<file path="config.mk">
export PLATFORM = sky130hd
export DESIGN_NAME = text_scroller
export DESIGN_NICKNAME = d
export VERILOG_FILES = /design/src/rtl/text_scroller.sv
export SDC_FILE = /design/constraint.sdc
export NUM_CORES = 1
export LEC_CHECK = 0
export CORE_MARGIN = 2
export CORE_UTILIZATION = 53
export DETAILED_ROUTE_END_ITERATION = 8
export GPL_TIMING_DRIVEN = 0
export PLACE_DENSITY = 0.76
export SETUP_SLACK_MARGIN = 0.2
export SLEW_MARGIN = 20
export SYNTH_ARGS = -nofsm -noshare
export SYNTH_HDL_FRONTEND = slang
export SYNTH_SLANG_ARGS = --single-unit
</file>
<file path="constraint.sdc">
create_clock -name clk -period 2.6 [get_ports clk]
set_input_delay 0.52 -clock clk [delete_from_list [all_inputs] [get_ports clk]]
set_output_delay 0.52 -clock clk [all_outputs]
set_load 0.02 [all_outputs]
</file>
<file path="src/rtl/text_scroller.sv">
// text_scroller: scrolls a 4-character window across a message ROM. The window is shown
// on a 4-digit common-anode seven-segment display that is scanned one digit at a time.
module text_scroller #(
  parameter int unsigned MSG_LEN    = 12,
  parameter int unsigned SCAN_DIV   = 50000,
  parameter int unsigned SCROLL_DIV = 25000000
) (
  input  logic       clk,
  input  logic       rst,
  input  logic       en,
  input  logic       dir,
  output logic [3:0] rom_addr,
  input  logic [3:0] rom_data,
  output logic [3:0] an,
  output logic [6:0] seg,
  output logic [3:0] pos
);

  localparam int unsigned ScanW   = $clog2(SCAN_DIV);
  localparam int unsigned ScrollW = $clog2(SCROLL_DIV);

  localparam logic [ScanW-1:0]   ScanLast   = ScanW'(SCAN_DIV - 1);
  localparam logic [ScrollW-1:0] ScrollLast = ScrollW'(SCROLL_DIV - 1);
  localparam logic [4:0]         MsgLen5    = 5'(MSG_LEN);
  localparam logic [3:0]         LastPos    = 4'(MSG_LEN - 1);

  logic [ScanW-1:0]   scan_cnt_q, scan_cnt_d;
  logic [ScrollW-1:0] scroll_cnt_q, scroll_cnt_d;
  logic [3:0]         pos_q, pos_d;
  logic [1:0]         slot_q, slot_d;
  logic [3:0]         rom_addr_q, rom_addr_d;
  logic [3:0]         an_q, an_d;
  logic [6:0]         seg_q, seg_d;
  logic               pend_q, pend_d;  // second pipeline stage due next cycle

  logic       scan_tick;
  logic       scroll_tick;
  logic [1:0] slot_next;
  logic [4:0] addr_sum;
  logic [4:0] addr_wrap;

  // Char code to active-low segments {g,f,e,d,c,b,a}.
  function automatic logic [6:0] decode(input logic [3:0] code);
    logic [6:0] s;
    unique case (code)
      4'h0: s = 7'h40;
      4'h1: s = 7'h79;
      4'h2: s = 7'h24;
      4'h3: s = 7'h30;
      4'h4: s = 7'h19;
      4'h5: s = 7'h12;
      4'h6: s = 7'h02;
      4'h7: s = 7'h78;
      4'h8: s = 7'h00;
      4'h9: s = 7'h10;
      4'hA: s = 7'h06;  // E
      4'hB: s = 7'h47;  // L
      4'hC: s = 7'h46;  // C
      4'hD: s = 7'h0C;  // P
      4'hE: s = 7'h12;  // S
      4'hF: s = 7'h3F;  // dash
      default: s = 7'h7F;
    endcase
    return s;
  endfunction

  assign scan_tick   = (scan_cnt_q == ScanLast);
  assign scroll_tick = en && (scroll_cnt_q == ScrollLast);

  // Window address for the slot about to be shown, wrapped into 0..MSG_LEN-1.
  assign slot_next = slot_q + 2'd1;
  assign addr_sum  = {1'b0, pos_q} + {3'b000, slot_next};
  assign addr_wrap = (addr_sum >= MsgLen5) ? addr_sum - MsgLen5 : addr_sum;

  // Prescalers: scan runs free, scroll holds its phase while disabled.
  always_comb begin
    scan_cnt_d   = scan_tick ? '0 : scan_cnt_q + ScanW'(1);
    scroll_cnt_d = scroll_cnt_q;
    if (en) begin
      scroll_cnt_d = (scroll_cnt_q == ScrollLast) ? '0 : scroll_cnt_q + ScrollW'(1);
    end
  end

  // Window start position, stepping with wrap in the selected direction.
  always_comb begin
    pos_d = pos_q;
    if (scroll_tick) begin
      if (dir) begin
        pos_d = (pos_q == 4'd0) ? LastPos : pos_q - 4'd1;
      end else begin
        pos_d = (pos_q == LastPos) ? 4'd0 : pos_q + 4'd1;
      end
    end
  end

  // Scan pipeline: blank and fetch on the tick, light the digit one cycle later.
  always_comb begin
    slot_d     = slot_q;
    rom_addr_d = rom_addr_q;
    an_d       = an_q;
    seg_d      = seg_q;
    pend_d     = 1'b0;
    if (pend_q) begin
      seg_d = decode(rom_data);
      an_d  = ~(4'b1000 >> slot_q);
    end
    if (scan_tick) begin
      slot_d     = slot_next;
      rom_addr_d = addr_wrap[3:0];
      an_d       = 4'hF;
      pend_d     = 1'b1;
    end
  end

  // State registers with asynchronous reset.
  always_ff @(posedge clk or posedge rst) begin
    if (rst) begin
      scan_cnt_q   <= '0;
      scroll_cnt_q <= '0;
      pos_q        <= 4'd0;
      slot_q       <= 2'd0;
      rom_addr_q   <= 4'd0;
      an_q         <= 4'hF;
      seg_q        <= 7'h7F;
      pend_q       <= 1'b0;
    end else begin
      scan_cnt_q   <= scan_cnt_d;
      scroll_cnt_q <= scroll_cnt_d;
      pos_q        <= pos_d;
      slot_q       <= slot_d;
      rom_addr_q   <= rom_addr_d;
      an_q         <= an_d;
      seg_q        <= seg_d;
      pend_q       <= pend_d;
    end
  end

  assign rom_addr = rom_addr_q;
  assign an       = an_q;
  assign seg      = seg_q;
  assign pos      = pos_q;

endmodule

</file>
==> reports/qor.log, run 1 <==
[logic_synthesis] count of state elements after synthesis 63
[cells_and_area] final cell count without fillers 473
[placed_design] dpl ws -19.1 ps
[cells_and_area] Syn-to-layout area delta 22.0%
[route] number of design rule violations left after detail routing 0
[placed_design] detailed placer's ending HPWL 4860 um
[worst_hold_path] class of the worst hold path primary input to async pin
[setup_path] Data arrival, critical path 2760 ps
[cells_and_area] most common cell after layout, fill and taps aside dfrtp_1
[timing] post-route setup TNS 0 ps
[logic_synthesis] synthesized netlist cell count 346
[cells_and_area] number of nets at the end of the flow 417
[global_route] vias in the first global route 2682
[placed_design] Port Buffers 25
[global_route] maximum number of pins on one net before global-route repair 45
[floorplan] starting density of the core 0.548
[flow_run] max-capacitance violation count 0
[global_route] number of antenna violations at the first check in global routing 0
[placed_design] placed insts 449
[setup_path] Top cell by count, worst path ha_4
[route] met1 WL 3280 um
[setup_path] Critical Path RT 2820 ps
[floorplan] # IOs 27
[timing] total of endpoints with negative setup slack in the final report 0
[route] Pre-Repair DR Iteration Count 4
[setup_path] Crit-path slowest cell dfrtp_1
[route] top layer in use met4
[setup_path] crit-path max FO 3
[global_route] global-route usage over all layers 0.222
[logic_synthesis] count of flip-flops with a built-in enable after synthesis 0
[power_and_ir_drop] Lkg Pwr 1.88 nW
[route] DR iter-0 viols 107
[clock_tree] TritonCTS clock tree done
[logic_synthesis] async set or reset register ratio after synthesis 1.00
[timing] Clock Skews 8.76 ps
[logic_synthesis] most used flip-flop cell after synthesis dfrtp_1
[route] DR vias/cell 5.79
[floorplan] DIE AREA 7230 sq um
[setup_path] Setup CP Type flop to flop
[power_and_ir_drop] areal power density over the cells 543 nW/um^2
[logic_synthesis] distinct cell type count of the synthesized netlist 55
[clock_tree] insertion delay of the later-clocked pin in the worst-skew pair 340 ps
[clock_tree] CTS Buffer Depth 2
[floorplan] number of placement rows 29
[timing] unrepaired setup endpoints after global routing yes
[route] routed wl met2 3810 um
[setup_path] Setup crit start kind flop
[cells_and_area] antenna cell count 0
[timing] setup ws final 59.8 ps
[placed_design] cell area after placement 3910 sq um
[timing] Max-Slew Margin vs Limit 0.613
[route] vias 2738
[timing] number of hold violations in the final report 0
[floorplan] Vert. Die Dim 85.1 um
[route] total wire length after detailed routing 7440 um
[timing] count of final max-slew check failures 0
[outcome] run status finished clean
[timing] post-layout minimum cycle time 2540 ps
[cells_and_area] fraction of final layout cells with drive strength greater than 1 0.179
[global_route] wire length of the first global-routing pass 12800 um
[cells_and_area] highest-count cells in the layout ignoring fill and taps dfrtp_1 (51), nand2_1 (27), clkdlybuf4s50_1 (25)
[logic_synthesis] syn_nets 372
[setup_path] type of element capturing the critical path flop
[floorplan] Placeable Area 6350 sq um
[setup_path] biggest cell delay along the critical path 380 ps
[route] Detail Route Antenna Nets 0
[power_and_ir_drop] maximum ir drop on the vdd rail 490 uV
[clock_tree] H-tree Lvls 3
[logic_synthesis] Post-Synthesis Cell Area 3480 sq um
[setup_path] Critical Path, Cell by Cell inv_2 -> ha_4 -> ha_4 -> a21o_1 -> and3b_2 -> or2_4 -> ha_4 -> or3b_4 -> and2_4 -> o32ai_2 -> mux2_4
[global_route] total congestion overflow 0
[timing] worst hold slack 471 ps
[clock_tree] CTS sink count 63
[cells_and_area] Final Cell Area 4250 sq um
[timing] Max Clock Freq 0.394 GHz
[floorplan] chip width 85.1 um
[timing] Period Utilization, post-route 0.977
[logic_synthesis] count of warnings emitted by yosys 0
[logic_synthesis] part of the Yosys area used for sequential elements 0.457
[clock_tree] Clock Tree Root clkbuf_8
[route] detail-routed net length per standard cell 15.7 um
[logic_synthesis] Synth Area per Inst 10.1 sq um
[placed_design] final RePlAce weighted congestion 0.795
[clock_tree] clock buffers created by TritonCTS 9
[timing] measured slew at the worst slew-check pin 573 ps
[clock_tree] clock input transition at the sequential cells of the worst setup and hold paths 80 ps
[route] met3 wire length 230 um
==> worst paths after layout <==
check,startpoint,endpoint,slack [ps],cells past startpoint
hold / removal,rst,scan_cnt_q[7],470,2
min in group clk,seg[2],seg[2],480,2
hold reg to reg,seg[2],seg[2],480,2
setup / recovery,slot_q[0],rom_addr[2],60,11
max in group asynchronous,rst,seg[1],1570,3
setup reg to reg,slot_q[0],rom_addr[2],60,11
==> sequential cells by signal (all words and copies together), names as in the netlist <==
register	flops
an	4
rom_addr	4
scroll_cnt_q	25
pos	4
slot_q	2
seg	7
pend_q	1
scan_cnt_q	16
==> report_power, final <==
part | switching, W | internal, W
registers | 0.0000524 | 0.00102
clock network | 0.000391 | 0.000639
logic | 0.000119 | 0.0000816
total | 0.000563 | 0.00174
==> final cells by class <==
class	instances	area, sq um
multi-input cells	249	1840
well taps	77	96.3
clock inverters	7	121
fillers	483	2100
repair buffers	34	338
plain buffers	16	62.6
flip-flops and latches	63	1590
clock buffers	9	124
inverters	18	70.1
==> stage by stage <==
stage	total power, W	utilization
after floorplan	0.00122	-
after global placement	0.00128	0.611
after detailed placement	0.00129	0.616
after CTS	0.00233	0.668
after global routing	0.00241	0.669
final	0.00231	0.669
==> layer usage <==
metal,track usage,vias up
met4,0.0649,0
met5,0,-
li1,-,1354
met3,0.0593,12
met2,0.382,45
met1,0.274,1327
==> Yosys cell counts (all sizes together), types with 5 or more instances <==
cell type / number / area (sq um)
and3: 9 / 56.3
xor2: 15 / 131
nand3: 18 / 90.1
mux2i: 5 / 50.1
nand2: 27 / 101
ha: 17 / 213
o31ai: 12 / 90.1
mux2: 7 / 78.8
xnor2: 11 / 96.3
nand4: 13 / 87.6
or4: 11 / 86.3
dfrtp: 52 / 1300
and4: 6 / 53.8
nor2: 17 / 63.8
dfstp: 11 / 289
o21ai: 12 / 60.1
inv: 17 / 63.8
a21oi: 14 / 70.1
clkbuf: 13 / 48.8
==> timing repair <==
action | in CTS | in global routing
hold buffers | 0 | 0
resized for setup | 6 | 0
endpoints found under the setup margin | 2 | 2
pin swaps | 4 | 0
setup buffers | 7 | 1
==> kinds of logic after synthesis <==
group | count (synthesis) | synth area share
compound gates | 57 | 0.106
xor+xnor | 26 | 0.0654
fa+ha+maj | 18 | 0.0668
buf+inv | 34 | 0.0374
flops | 63 | 0.457
mux | 13 | 0.0435
simple gates | 135 | 0.224
==> critical path: cells and delay by family, from the launching register on <==
| family | cells | cell delay, ps |
|---|---|---|
| muxes | 1 | 260 |
| AOI/OAI and AO/OA | 2 | 240 |
| adders and majority gates | 3 | 630 |
| DFF | 1 | 380 |
| buffers and inverters | 1 | 60 |
| and+or+nand+nor | 4 | 850 |
No activity file was read; power rests on OpenSTA's default activity.
==> inputs of run 2 (changes only) <==
- ABC_AREA: unset -> 0
==> results of run 2 <==
Same layout as run 1: the final DEF is identical, and so are final timing and power.
